**src/rtl/cache_arbiter_pkg.sv**
```systemverilog
// Shared types for the cache arbiter: FSM states, owner encoding and default widths.
package arbiter_types;

  localparam int unsigned LINE_WIDTH_DEF = 256;
  localparam int unsigned ADDR_WIDTH_DEF = 32;

  typedef enum logic [1:0] {
    ARB_IDLE,
    ARB_I,
    ARB_D,
    ARB_DONE
  } arb_state_t;

  typedef enum logic {
    OWN_I,
    OWN_D
  } arb_owner_t;

endpackage

```
**src/rtl/cache_arbiter_req_latch.sv**
```systemverilog
// Grant-time request register: op, address, write data and owner, loaded on grant.
module arb_req_latch
  import arbiter_types::*;
#(
  parameter int unsigned LINE_WIDTH = LINE_WIDTH_DEF,
  parameter int unsigned ADDR_WIDTH = ADDR_WIDTH_DEF
) (
  input  logic                  clk,
  input  logic                  rst,
  input  logic                  load,
  input  logic                  nxt_read,
  input  logic                  nxt_write,
  input  logic [ADDR_WIDTH-1:0] nxt_addr,
  input  logic [LINE_WIDTH-1:0] nxt_wdata,
  input  logic                  nxt_owner,
  output logic                  q_read,
  output logic                  q_write,
  output logic [ADDR_WIDTH-1:0] q_addr,
  output logic [LINE_WIDTH-1:0] q_wdata,
  output logic                  q_owner
);

  always_ff @(posedge clk) begin
    if (rst) begin
      q_read  <= 1'b0;
      q_write <= 1'b0;
      q_addr  <= '0;
      q_wdata <= '0;
      q_owner <= 1'b0;
    end else if (load) begin
      q_read  <= nxt_read;
      q_write <= nxt_write;
      q_addr  <= nxt_addr;
      q_wdata <= nxt_wdata;
      q_owner <= nxt_owner;
    end
  end

endmodule

```
**src/rtl/cache_arbiter.sv**
```systemverilog
// Shares one memory line port between I-cache and D-cache miss paths, one transaction at a time.
// Define CACHE_ARBITER_RR_EN for round-robin arbitration; default is fixed D-over-I priority.
module cache_arbiter
  import arbiter_types::*;
#(
  parameter int unsigned LINE_WIDTH = LINE_WIDTH_DEF,
  parameter int unsigned ADDR_WIDTH = ADDR_WIDTH_DEF
) (
  input  logic                  clk,
  input  logic                  rst,
  input  logic                  i_pmem_read,
  input  logic [ADDR_WIDTH-1:0] i_pmem_address,
  output logic [LINE_WIDTH-1:0] i_pmem_rdata,
  output logic                  i_pmem_resp,
  input  logic                  d_pmem_read,
  input  logic                  d_pmem_write,
  input  logic [ADDR_WIDTH-1:0] d_pmem_address,
  input  logic [LINE_WIDTH-1:0] d_pmem_wdata,
  output logic [LINE_WIDTH-1:0] d_pmem_rdata,
  output logic                  d_pmem_resp,
  output logic                  mem_read,
  output logic                  mem_write,
  output logic [ADDR_WIDTH-1:0] mem_address,
  output logic [LINE_WIDTH-1:0] mem_wdata,
  input  logic [LINE_WIDTH-1:0] mem_rdata,
  input  logic                  mem_resp
);

  arb_state_t state, state_nxt;
  arb_owner_t nxt_owner, lat_owner;

  logic                  d_req, i_req;
  logic                  grant_d, grant_i, load;
  logic                  nxt_read, nxt_write;
  logic [ADDR_WIDTH-1:0] nxt_addr;
  logic [LINE_WIDTH-1:0] nxt_wdata;
  logic                  lat_read, lat_write, lat_owner_bit;

  assign d_req = d_pmem_read | d_pmem_write;
  assign i_req = i_pmem_read;

`ifdef CACHE_ARBITER_RR_EN
  arb_owner_t last_owner;

  always_ff @(posedge clk) begin
    if (rst) begin
      last_owner <= OWN_I;
    end else if (load) begin
      last_owner <= nxt_owner;
    end
  end

  // A lone requester always wins; under contention the previous owner yields.
  assign grant_d = d_req && (!i_req || (last_owner == OWN_I));
`else
  assign grant_d = d_req;
`endif
  assign grant_i = i_req && !grant_d;

  assign load = (state == ARB_IDLE) && (grant_d || grant_i);

  // Write takes precedence so the memory command can never be read and write at once.
  always_comb begin
    nxt_read  = 1'b1;
    nxt_write = 1'b0;
    nxt_addr  = i_pmem_address;
    nxt_wdata = '0;
    nxt_owner = OWN_I;
    if (grant_d) begin
      nxt_read  = !d_pmem_write;
      nxt_write = d_pmem_write;
      nxt_addr  = d_pmem_address;
      nxt_wdata = d_pmem_wdata;
      nxt_owner = OWN_D;
    end
  end

  arb_req_latch #(
    .LINE_WIDTH(LINE_WIDTH),
    .ADDR_WIDTH(ADDR_WIDTH)
  ) u_req_latch (
    .clk       (clk),
    .rst       (rst),
    .load      (load),
    .nxt_read  (nxt_read),
    .nxt_write (nxt_write),
    .nxt_addr  (nxt_addr),
    .nxt_wdata (nxt_wdata),
    .nxt_owner (nxt_owner),
    .q_read    (lat_read),
    .q_write   (lat_write),
    .q_addr    (mem_address),
    .q_wdata   (mem_wdata),
    .q_owner   (lat_owner_bit)
  );

  assign lat_owner = arb_owner_t'(lat_owner_bit);

  always_ff @(posedge clk) begin
    if (rst) begin
      state <= ARB_IDLE;
    end else begin
      state <= state_nxt;
    end
  end

  always_comb begin
    state_nxt    = state;
    mem_read     = 1'b0;
    mem_write    = 1'b0;
    i_pmem_resp  = 1'b0;
    d_pmem_resp  = 1'b0;
    i_pmem_rdata = '0;
    d_pmem_rdata = '0;
    case (state)
      ARB_IDLE: begin
        if (grant_d) begin
          state_nxt = ARB_D;
        end else if (grant_i) begin
          state_nxt = ARB_I;
        end
      end
      ARB_I, ARB_D: begin
        mem_read  = lat_read;
        mem_write = lat_write;
        if (lat_owner == OWN_D) begin
          d_pmem_resp  = mem_resp;
          d_pmem_rdata = mem_rdata;
        end else begin
          i_pmem_resp  = mem_resp;
          i_pmem_rdata = mem_rdata;
        end
        if (mem_resp) begin
          state_nxt = ARB_DONE;
        end
      end
      ARB_DONE: state_nxt = ARB_IDLE;
      default:  state_nxt = ARB_IDLE;
    endcase
  end

endmodule

```
**config.mk**
```make
export PLATFORM = sky130hd
export DESIGN_NAME = cache_arbiter
export DESIGN_NICKNAME = d
export VERILOG_FILES = /design/src/rtl/cache_arbiter_pkg.sv /design/src/rtl/cache_arbiter_req_latch.sv /design/src/rtl/cache_arbiter.sv
export SDC_FILE = /design/constraint.sdc
export NUM_CORES = 1
export LEC_CHECK = 0
export CORE_AREA = 2 2 535 537
export DETAILED_ROUTE_END_ITERATION = 7
export DIE_AREA = 0 0 537 539
export HOLD_SLACK_MARGIN = 0.08
export PLACE_DENSITY_LB_ADDON = 0.15
export SLEW_MARGIN = 20
export SYNTH_ARGS = -nofsm -noshare
export SYNTH_HDL_FRONTEND = slang
export SYNTH_HIERARCHICAL = 1
export SYNTH_SLANG_ARGS = --single-unit
export TNS_END_PERCENT = 5
```
**constraint.sdc**
```tcl
create_clock -name clk -period 2.1 [get_ports clk]
set_input_delay 0.42 -clock clk [delete_from_list [all_inputs] [get_ports clk]]
set_output_delay 0.42 -clock clk [all_outputs]
set_load 0.05 [all_outputs]
```
==> summary.json <==
{
  "detail_route.wirelength.met1": {"value": 80.1, "unit": "mm"},
  "worst-path-buf-inv": {"value": 5},
  "utilization": {"value": 15.4, "unit": "%"},
  "top_signal_layer_used": {"value": "met5"},
  "coreArea": {"value": 0.284, "unit": "sq mm"},
  "hpwlAfterDp": {"value": 184, "unit": "mm"},
  "firstDrtPassIters": {"value": 4},
  "crit_slowest_cell": {"value": "dfxtp_2"},
  "final-instance-count-excl-fill": {"value": 7154},
  "internal_power": {"value": 31.8, "unit": "mW"},
  "slew_headroom": {"value": 59.5, "unit": "%"},
  "hold_path_endpoint": {"value": "u_req_latch/q_wdata[93]$_SDFFE_PP0P_"},
  "number_of_cells_after_detailed_placement": {"value": 7041},
  "netSwitchingFraction": {"value": 50.3, "unit": "%"},
  "postLayoutCellArea": {"value": 0.0439, "unit": "sq mm"},
  "power_frac_comb": {"value": 76.5, "unit": "%"},
  "timing.fmax": {"value": 0.348, "unit": "GHz"},
  "mappedNetlistArea": {"value": 0.0168, "unit": "sq mm"},
  "grt_remaining_overflow": {"value": 0},
  "path_max_fanout": {"value": 19},
  "cts_root_buffer": {"value": "clkbuf_16"},
  "rsz0062_at_grt": {"value": "true"},
  "critical_path.startpoint_type": {"value": "flop"},
  "timing.critical_path.cells": {"value": "inv_2 > ha_4 > nor2b_4 > buf_12 > buf_16 > buf_12 > and2_1 > buf_12"},
  "ant_nets": {"value": 0},
  "route.detailed.wl_per_inst": {"value": 29.2, "unit": "um"},
  "setup_violations": {"value": 516},
  "post_dp_cell_area": {"value": 0.0414, "unit": "sq mm"},
  "largest_net_degree_at_the_start_of_global_routing": {"value": 62},
  "synth.net_count": {"value": 2465},
  "pwr_density_cell": {"value": 1460, "unit": "mW/mm^2"},
  "vdd.ir_drop.worst": {"value": 0.567, "unit": "mV"},
  "drc": {"value": 0},
  "switchingPower": {"value": 32.2, "unit": "mW"},
  "clk_latency": {"value": 0.65, "unit": "ns"},
  "via_count": {"value": 19832},
  "mostFrequentLayoutCell": {"value": "buf_12"},
  "starting_drt_drc_count": {"value": 769},
  "crit_path_largest_cell_delay": {"value": 0.33, "unit": "ns"},
  "synth.ff_latch_count": {"value": 293},
  "grt_pass1_vias": {"value": 20899},
  "cp_data_required_time": {"value": 1.68, "unit": "ns"},
  "worst_r2r_startpoint": {"value": "state[0]$_SDFFE_PP0P_"},
  "grt_pass1_wl": {"value": 255, "unit": "mm"},
  "buffer_ports.inserted": {"value": 1385},
  "path_class": {"value": "reg -> out"},
  "crit_arrival": {"value": 2.46, "unit": "ns"},
  "fraction_of_final_layout_cells_sized_beyond_drive_strength_1": {"value": 36.8, "unit": "%"},
  "floorplan.io_pins": {"value": 1386},
  "globalRouteTotalUtil": {"value": 13.8, "unit": "%"},
  "met2WireLength": {"value": 100, "unit": "mm"},
  "worst_hold_path_type": {"value": "in -> reg"},
  "slew_viol_final": {"value": 0},
  "place_worst_setup_slack": {"value": -0.499, "unit": "ns"},
  "post_drt_via_cell_ratio": {"value": 2.77},
  "cts_htree_levels": {"value": 2},
  "cp_top_family": {"value": "buffers and inverters"},
  "die_width": {"value": 537, "unit": "um"},
  "asyncSetResetFlopFracSynth": {"value": 0, "unit": "%"},
  "power_leakage": {"value": 18.8, "unit": "nW"},
  "synth_edf_count": {"value": 0},
  "worstSetupEndpointType": {"value": "primary output"},
  "synthesis.instances": {"value": 1881},
  "top_library_cells_by_usage_in_the_layout_fill_and_taps_aside": {"value": "buf_12, clkdlybuf4s50_1, and2_1"},
  "holdPathStages": {"value": 2},
  "synth_cell_type_count": {"value": 26},
  "tightestPinTransition": {"value": 0.609, "unit": "ns"},
  "max_cap_violations": {"value": 0},
  "finalHoldViolations": {"value": 0},
  "worst_slack": {"value": -0.777, "unit": "ns"},
  "tritoncts_clock_tree": {"value": "built"},
  "outcome": {"value": "finished with violations"},
  "seq_area_frac_synth": {"value": 34.9, "unit": "%"},
  "synth_area_per_cell": {"value": 8.93, "unit": "sq um"},
  "grt_antenna_before_repair": {"value": 135},
  "final_nets": {"value": 3923},
  "ys_dominant_reg_cell": {"value": "dfxtp_1"},
  "rows": {"value": 196},
  "r2r_end": {"value": "u_req_latch/q_addr[28]$_SDFFE_PP0P_"},
  "die_h": {"value": 539, "unit": "um"},
  "seq_power_share": {"value": 11.6, "unit": "%"},
  "floorplan.initialDensity": {"value": 5.91, "unit": "%"},
  "fp.dieArea": {"value": 0.289, "unit": "sq mm"},
  "clock_sink_count": {"value": 293},
  "shortest_period_the_worst_path_allows": {"value": 2.88, "unit": "ns"},
  "total_number_of_cells_along_the_worst_setup_path": {"value": 8},
  "clockPowerShare": {"value": 11.9, "unit": "%"},
  "globalplace.congestion": {"value": 0.885},
  "clkTransAtPathRegs": {"value": 0.06, "unit": "ns"},
  "tritoncts.num_buffers": {"value": 44},
  "synthesis.yosys.warnings": {"value": 6},
  "violated_checks": {"value": "setup timing"},
  "crit_top_cell": {"value": "buf_12"},
  "fin_skew": {"value": 0.0485, "unit": "ns"},
  "cts_max_path_buffers": {"value": 3},
  "area_growth": {"value": 161, "unit": "%"},
  "hold_path_startpoint": {"value": "rst"},
  "final_min_period_over_clock_period": {"value": 137, "unit": "%"},
  "r2r_slack": {"value": 0.47, "unit": "ns"},
  "drt-total-wl": {"value": 209, "unit": "mm"},
  "route.met3.wl": {"value": 25.7, "unit": "mm"},
  "reg2reg_depth": {"value": 7}
}
[state kept, by name, indices dropped and copies added (netlist names)]
register and count:
u_req_latch/q_wdata 256, u_req_latch/q_addr 32, state 2, u_req_latch/q_owner 1, u_req_latch/q_read 1, u_req_latch/q_write 1
[synth_stat cells, types with 3 or more instances]
master      n  area [sq um]
dfxtp_1   293          5870
inv_1       3          11.3
and3_1    257          1610
buf_12     32           641
buf_2      37           185
nor2_1    292          1100
buf_6      28           315
mux2_4     30           450
and2_1    515          3220
clkbuf_2    3          15.0
clkbuf_1   81           304
mux2i_1   292          2920
[layout make-up]
cell class | count | area (sq um)
flip-flops and latches | 293 | 5870
clock buffers | 58 | 1220
inverters | 4 | 22.5
repair buffers | 1595 | 21500
diodes | 21 | 52.6
fillers | 31856 | 240000
multi-input cells | 1401 | 10300
clock inverters | 20 | 204
well taps | 3762 | 4710
[layer usage]
metal	up-vias	GRT usage (%)
met5	-	0
li1	9134	-
met3	261	7.29
met1	9339	15.3
met4	28	1.35
met2	1070	23.9
[kinds of logic after synthesis]
| family | count (synthesis) | synth area share (%) |
|---|---|---|
| AND/OR/NAND/NOR | 1069 | 35.6 |
| multiplexers | 324 | 20.2 |
| flip-flops | 293 | 34.9 |
| buffers and inverters | 187 | 8.88 |
| AO/OA/AOI/OAI | 6 | 0.253 |
| adder cells (fa/ha/maj) | 2 | 0.149 |
[worst max-delay path by stage]
stage | end | start | slack (ns)
6_report | i_pmem_rdata[66] | state[1]$_SDFFE_PP0P_ | -0.78
3_5_place_dp | u_req_latch/q_addr[1]$_SDFFE_PP0P_ | d_pmem_read | -0.50
4_1_cts | i_pmem_rdata[125] | state[1]$_SDFFE_PP0P_ | -0.90
2_1_floorplan | i_pmem_rdata[100] | state[0]$_SDFFE_PP0P_ | 0.04
3_3_place_gp | u_req_latch/q_addr[11]$_SDFFE_PP0P_ | d_pmem_read | -0.51
5_1_grt | i_pmem_rdata[66] | state[1]$_SDFFE_PP0P_ | -0.91
[what timing repair did]
| item | CTS | global route |
|---|---|---|
| gates cloned | 2 | 4 |
| endpoints found under the setup margin | 658 | 517 |
| hold buffers | 0 | 0 |
| buffers inserted | 6 | 4 |
| pin swaps | 5 | 40 |
| gates resized for setup | 236 | 204 |
[worst reg2reg max path, stage by stage, from the launching register on]
cell and delay (ns):
dfxtp_2 0.32, inv_2 0.07, ha_4 0.13, o21a_4 0.16, buf_12 0.20, buf_12 0.24, mux2i_1 0.29, nor2_1 0.06
[power groups by stage]
| stage | Combinational [mW] | Clock [mW] | Sequential (mW) |
|---|---|---|---|
| 2_1_floorplan | 19.3 | 0 | 11.3 |
| 3_3_place_gp | 47.6 | 0 | 7.61 |
| 3_5_place_dp | 47.4 | 0 | 7.62 |
| 4_1_cts | 48.1 | 8.13 | 7.51 |
| 5_1_grt | 51.1 | 8.28 | 7.62 |
| 6_report | 49.0 | 7.63 | 7.46 |
[per-stage QoR]
step | hold slack [ns] | TNS [ns] | power, mW
finish | 0.137 | -321.72 | 64.1
global route | 0.113 | -395.81 | 67.0
CTS | 0.0839 | -398.17 | 63.7
detailed placement | 0.482 | -158.91 | 55.0
global placement | 0.471 | -158.88 | 55.2
floorplan | 0.444 | 0 | 30.7
(Power assumes the default switching activity.)
